===== src/rtl/param_register_bank.sv =====
`default_nettype none
// ============================================================================
// Module   : param_register_bank
// Purpose  : Bank of NREG general registers, WIDTH bits each. Eight
//            single-cycle FunSel operations, four bit-serial shift/rotate
//            operations with a Busy/Done handshake, two combinational read
//            ports and Z/C status flags.
// Config   : REGBANK_SATURATE_EN - when defined, inc/dec saturate instead
//            of wrapping; C flags the saturation.
// Ports    : Clock          rising-edge clock
//            Reset          asynchronous active-low reset
//            E              operation request (sampled only when Busy=0)
//            RegSel         destination register
//            FunSel         operation code
//            I              operand / load data; I[log2(WIDTH)-1:0] = shift N
//            RdSelA/RdSelB  read-port selects
//            QA/QB          current contents of the selected registers
//            Busy           multi-cycle shift in progress
//            Done           one-cycle commit pulse
//            Z, C           zero and carry/borrow/shift-out flags
// Revision : 1.0 - initial release
// ============================================================================
module param_register_bank #(
  parameter int WIDTH = 32,
  parameter int NREG  = 4
) (
  input  logic                    Clock,
  input  logic                    Reset,
  input  logic                    E,
  input  logic [$clog2(NREG)-1:0] RegSel,
  input  logic [3:0]              FunSel,
  input  logic [WIDTH-1:0]        I,
  input  logic [$clog2(NREG)-1:0] RdSelA,
  input  logic [$clog2(NREG)-1:0] RdSelB,
  output logic [WIDTH-1:0]        QA,
  output logic [WIDTH-1:0]        QB,
  output logic                    Busy,
  output logic                    Done,
  output logic                    Z,
  output logic                    C
);

  localparam int AW = $clog2(NREG);
  localparam int SW = $clog2(WIDTH);

  typedef enum logic [0:0] {IDLE = 1'b0, SHIFT = 1'b1} state_t;

  state_t           state;
  logic [WIDTH-1:0] regs [NREG];
  logic [AW-1:0]    sh_sel;
  logic [1:0]       sh_mode;
  logic [SW-1:0]    sh_cnt;

  logic [SW-1:0]    shamt;
  logic [WIDTH-1:0] cur;
  logic [WIDTH-1:0] op_val;
  logic             op_c;
  logic signed [15:0]       s16;
  logic signed [WIDTH-1:0]  sext;
  logic [WIDTH-1:0] sh_cur;
  logic [WIDTH-1:0] step_val;
  logic             step_c;

  // Read ports see registered contents, so a same-cycle write reads old data.
  assign QA = regs[RdSelA];
  assign QB = regs[RdSelB];

  assign shamt = I[SW-1:0];

  // Single-cycle operation result and carry for the addressed register.
  always_comb begin
    cur    = regs[RegSel];
    s16    = I[15:0];
    sext   = s16;                 // signed-to-signed widening sign-extends
    op_val = cur;
    op_c   = 1'b0;
    case (FunSel[2:0])
      3'd0: begin
`ifdef REGBANK_SATURATE_EN
        if (cur == '0) begin
          op_val = cur;
          op_c   = 1'b1;
        end else begin
          op_val = cur - WIDTH'(1);
        end
`else
        op_val = cur - WIDTH'(1);
        op_c   = (cur == '0);
`endif
      end
      3'd1: begin
`ifdef REGBANK_SATURATE_EN
        if (&cur) begin
          op_val = cur;
          op_c   = 1'b1;
        end else begin
          op_val = cur + WIDTH'(1);
        end
`else
        op_val = cur + WIDTH'(1);
        op_c   = &cur;
`endif
      end
      3'd2:    op_val = I;
      3'd3:    op_val = '0;
      3'd4:    op_val = WIDTH'(I[7:0]);
      3'd5:    op_val = WIDTH'(I[15:0]);
      3'd6:    op_val = {cur[WIDTH-9:0], I[7:0]};
      default: op_val = sext;
    endcase
  end

  // One bit-serial step of the latched shift on the latched register.
  always_comb begin
    sh_cur = regs[sh_sel];
    case (sh_mode)
      2'd0: begin
        step_val = {sh_cur[WIDTH-2:0], 1'b0};
        step_c   = sh_cur[WIDTH-1];
      end
      2'd1: begin
        step_val = {1'b0, sh_cur[WIDTH-1:1]};
        step_c   = sh_cur[0];
      end
      2'd2: begin
        step_val = {sh_cur[0], sh_cur[WIDTH-1:1]};
        step_c   = sh_cur[0];
      end
      default: begin
        step_val = {sh_cur[WIDTH-1], sh_cur[WIDTH-1:1]};
        step_c   = sh_cur[0];
      end
    endcase
  end

  always_ff @(posedge Clock or negedge Reset) begin
    if (!Reset) begin
      for (int k = 0; k < NREG; k++) regs[k] <= '0;
      state   <= IDLE;
      Busy    <= 1'b0;
      Done    <= 1'b0;
      Z       <= 1'b0;
      C       <= 1'b0;
      sh_sel  <= '0;
      sh_mode <= '0;
      sh_cnt  <= '0;
    end else begin
      Done <= 1'b0;
      case (state)
        IDLE: begin
          if (E) begin
            if (!FunSel[3]) begin
              regs[RegSel] <= op_val;
              Z            <= (op_val == '0);
              C            <= op_c;
              Done         <= 1'b1;
            end else if (!FunSel[2]) begin
              if (shamt == '0) begin
                // Zero-length shift commits immediately with no shift-out.
                Z    <= (cur == '0);
                C    <= 1'b0;
                Done <= 1'b1;
              end else begin
                state   <= SHIFT;
                Busy    <= 1'b1;
                sh_sel  <= RegSel;
                sh_mode <= FunSel[1:0];
                sh_cnt  <= shamt;
              end
            end
            // 11xx: reserved, nothing happens
          end
        end
        SHIFT: begin
          regs[sh_sel] <= step_val;
          sh_cnt       <= sh_cnt - SW'(1);
          if (sh_cnt == SW'(1)) begin
            state <= IDLE;
            Busy  <= 1'b0;
            Done  <= 1'b1;
            Z     <= (step_val == '0);
            C     <= step_c;
          end
        end
        default: begin
          state <= IDLE;
          Busy  <= 1'b0;
        end
      endcase
    end
  end

endmodule
`default_nettype wire


===== config.mk =====
export PLATFORM = sky130hd
export DESIGN_NAME = param_register_bank
export DESIGN_NICKNAME = d
export VERILOG_FILES = /design/src/rtl/param_register_bank.sv
export SDC_FILE = /design/constraint.sdc
export NUM_CORES = 1
export LEC_CHECK = 0
export BUFFER_PORTS_ARGS = -buffer_cell sky130_fd_sc_hd__buf_2
export CAP_MARGIN = 20
export CORE_ASPECT_RATIO = 0.6
export CORE_MARGIN = 4
export CORE_UTILIZATION = 41
export DETAILED_ROUTE_END_ITERATION = 7
export PLACE_DENSITY_LB_ADDON = 0.3
export SLEW_MARGIN = 40
export SYNTH_ARGS = -nofsm -noshare
export SYNTH_HDL_FRONTEND = slang
export SYNTH_SLANG_ARGS = --single-unit

===== constraint.sdc =====
create_clock -name Clock -period 5.5 [get_ports Clock]
set_clock_uncertainty 0.2 [all_clocks]
set_input_delay 0.825 -clock Clock [delete_from_list [all_inputs] [get_ports Clock]]
set_output_delay 0.825 -clock Clock [all_outputs]
set_load 0.01 [all_outputs]

==> impl_metrics.tcl <==
set metrics [dict create \
    synthCells 1291 \
    hpwl_um 37510 \
    wirelength_um 52750 \
    ys_warn_count 0 \
    cts_root_buf "clkbuf_16" \
    async_flop_share_pct 100.0 \
    grt_use_met1_pct 44.86 \
    worstSetupPathType "primary input to flip-flop" \
    worstPathMaxFanout 10 \
    start_kind "primary input" \
    clock_latency_ps 450 \
    grt_pass1_vias 11930 \
    status "finished clean" \
    drt_pass1_iterations 6 \
    synth_edf_count 0 \
    rsz0062_at_grt "false" \
    timing.hold.ws_ps 196.9 \
    antenna_found_initial 1 \
    synth.avg_cell_area_um2 9.816 \
    cellPowerDensity_mw_per_mm2 609.2 \
    met3_usage_pct 10.56 \
    synth_seq_cells 142 \
    yosys_most_used_dff "dfrtp_1" \
    tritoncts "built" \
    die_h_um 144.2 \
    synth_top_area_share_pct 28.04 \
    detail-route-antenna-nets 0 \
    worst_slew_pin_slew_ps 889.1 \
    synth_cell_types 76 \
    finalMaxSlewViolations 0 \
    synthTopCellsByArea "dfrtp_1 (28%), mux4_2 (22%), a22oi_1 (6.0%), o21ai_0 (5.4%), nand2_1 (4.9%)" \
    crit_top_cell "a21o_1" \
    r2r_setup_slack_ps 710 \
    synthToLayoutAreaGrowth_pct 14.97 \
    rows 49 \
    syn_nets 1369 \
    gp_congestion 1.031 \
    syn_area_mm2 0.01267 \
    top_usage_layer "met1" \
    yosys.area.top_type "dfrtp_1" \
    cts_inserted_buffers 17 \
    critPathCaptureType "flip-flop" \
    wl_per_cell_um 29.27 \
    required_ps 5660 \
    clk_path_buf_depth 2 \
    dieArea_mm2 0.03388 \
    cp_cell_sequence "buf_2 -> buf_4 -> mux4_2 -> fa_1 -> a21o_1 -> a21o_1 -> a221o_1 -> a2111oi_4 -> nor4b_2 -> nor4b_4 -> nand4bb_1 -> nor4_2 -> nand4b_1 -> o221ai_2" \
    slew_headroom_pct 40.45 \
    grt_start_max_net_pins 101 \
    portBuffers 112 \
    cts_setup_buffers 0 \
    grt_pass1_wl_um 78390 \
    r2r_start "regs[32]" \
    reg2reg_to "Z" \
    period_minus_slack_ps 5322 \
    reg2reg_depth 13 \
    io_pins 113 \
    critPathMaxStageDelay_ps 590 \
    min_period_over_period_pct 96.77 \
    drtIter0Drc 2081 \
    hold_viol_final 0 \
    initial_utilization_pct 41.93 \
    layout.nets 1460 \
    finalSetupViolations 0 \
    critPathSlowestCell "mux4_2" \
    ys_seq_area_share_pct 28.04 \
    crit_arrival_ps 5490 \
    htreeDepth 4 \
    critPathTopFamily "compound AO/OA/AOI/OAI gates" \
    maxCapViolCount 0 \
    vdd_ir_drop_max_mv 0.2609 \
    clk_transition_reported_paths_ps 60 \
    drive_gt1_share_pct 28.69 \
    grt_usage_pct 30.51 \
    drc_errors 0 \
    die_w_um 235.0 \
    grtUsageMet2_pct 42.69 \
    grt.overflow.total 0 \
    core_area_mm2 0.03023 \
    power.leakage_uw 0.005938 \
    routed-via-count 12850 \
    hold_path_class "primary input to async pin" \
    setup_tns_ps 0 \
    fmax_mhz 187.9 \
    antennaDiodeCount 0 \
    avgViaCountPerCell 7.130 \
    worst-path-buf-inv 2 \
    cts_sinks 142 \
]
-- per-stage QoR --
stage               worst slack, ps  power [µW]  instance area (µm²)  std cells  util, %
floorplan                     55.79        5400                12680       1291        -
global placement             -755.1        7303                13910       1770    46.02
detailed placement           -283.8        7388                13940       1770    46.11
CTS                           191.9        8603                14510       1801    48.00
global route                  148.3        9282                14570       1802    48.20
finish                        177.6        8875                14570       1802    48.20
-- how the worst max path moves through the flow --
stage	start	end	slack, ps	cells past startpoint
after floorplan	RegSel[1]	Z	60	17
after global placement	RegSel[0]	Z	-760	14
after detailed placement	RegSel[0]	Z	-280	14
after CTS	RegSel[0]	Z	190	14
after global routing	RegSel[0]	Z	150	14
final	RegSel[0]	Z	180	14
-- cells by family after synthesis --
| logic type | count (synthesis) | synth area share (%) |
|---|---|---|
| and+or+nand+nor | 336 | 12.58 |
| adders and majority gates | 33 | 3.318 |
| AOI/OAI and AO/OA | 446 | 23.30 |
| muxes | 179 | 27.09 |
| buffers and inverters | 132 | 4.078 |
| xor gates and xnor gates | 23 | 1.590 |
| DFF | 142 | 28.04 |
-- metal layers --
layer	vias up	share of wire, %
met1	6293	42
met4	2	2.9
met5	-	0.027
met3	131	15
li1	5334	-
met2	1088	41
-- final cells by class --
| type | count | area, µm² |
|---|---|---|
| fill | 2830 | 15660 |
| timing repair buffer | 182 | 1134 |
| clock buffer | 23 | 457.9 |
| multi-input combinational | 1017 | 8713 |
| tap | 408 | 510.5 |
| clock inverter | 8 | 115.1 |
| inverter | 22 | 82.58 |
| sequential | 142 | 3556 |
-- registers in the layout (all words and copies together) (netlist names), 2 cells and up --
| name | count |
|---|---|
| regs | 128 |
| sh_mode | 2 |
| sh_cnt | 5 |
| sh_sel | 2 |
-- synth_stat cells (4+ instances only) --
library cell,number
nand2_1,166
dfrtp_1,142
o21ai_0,137
mux4_2,124
a22oi_1,101
clkbuf_1,86
a21oi_1,55
nor2_1,53
mux2_2,33
ha_1,32
nand4_1,25
o22ai_1,25
inv_1,21
mux2i_1,19
a21o_1,18
a22o_1,17
buf_1,17
nor4_1,17
nand3_1,15
o221ai_1,15
xor2_1,12
xnor2_1,11
nor3_1,10
o211ai_1,8
a31oi_1,7
nor2b_1,7
o31ai_1,7
and3_1,5
buf_2,5
o21ai_1,5
a211oi_1,4
a221o_1,4
and2_1,4
nand3b_1,4
o21bai_1,4
or3_1,4
or4_1,4
-- placed cells by master, fill, tap and decap left out, drive strengths merged, types with 10 or more instances in the layout --
| cell | netlist | final |
|---|---|---|
| a21o | 18 | 18 |
| a22o | 17 | 17 |
| nand2 | 166 | 166 |
| a22oi | 101 | 101 |
| o22ai | 26 | 26 |
| a21oi | 55 | 55 |
| buf | 24 | 182 |
| mux4 | 127 | 127 |
| nor4 | 18 | 18 |
| ha | 32 | 32 |
| mux2 | 33 | 33 |
| inv | 21 | 21 |
| clkbuf | 86 | 23 |
| o21ai | 143 | 143 |
| dfrtp | 142 | 142 |
| o221ai | 16 | 16 |
| mux2i | 19 | 19 |
| xnor2 | 11 | 11 |
| xor2 | 12 | 12 |
| nor3 | 10 | 10 |
| nand4 | 25 | 25 |
| nor2 | 53 | 53 |
| nand3 | 15 | 15 |
-- report_power, final --
part / total, µW / internal (µW) / leakage [µW] / switching (µW)
Clock: 1190 / 718 / 0.000285 / 474
Sequential: 1960 / 1420 / 0.00185 / 539
Combinational: 5720 / 2290 / 0.00380 / 3430
Total: 8870 / 4430 / 0.00594 / 4450
-- worst register-to-register path, cell delays in order, from the launching register on --
cell,delay [ps]
dfrtp_1,410
mux2i_1,400
mux2i_1,220
fa_1,490
a21o_1,230
a21o_1,180
a221o_1,490
a2111oi_4,510
nor4b_2,280
nor4b_4,420
nand4bb_1,280
nor4_2,260
nand4b_1,150
o221ai_2,180
-- what timing repair did --
item                       CTS  global route
gates resized for setup      0             2
setup endpoints to repair    0             1
hold buffers                 0             0
No activity file was read; power rests on OpenSTA's default activity.
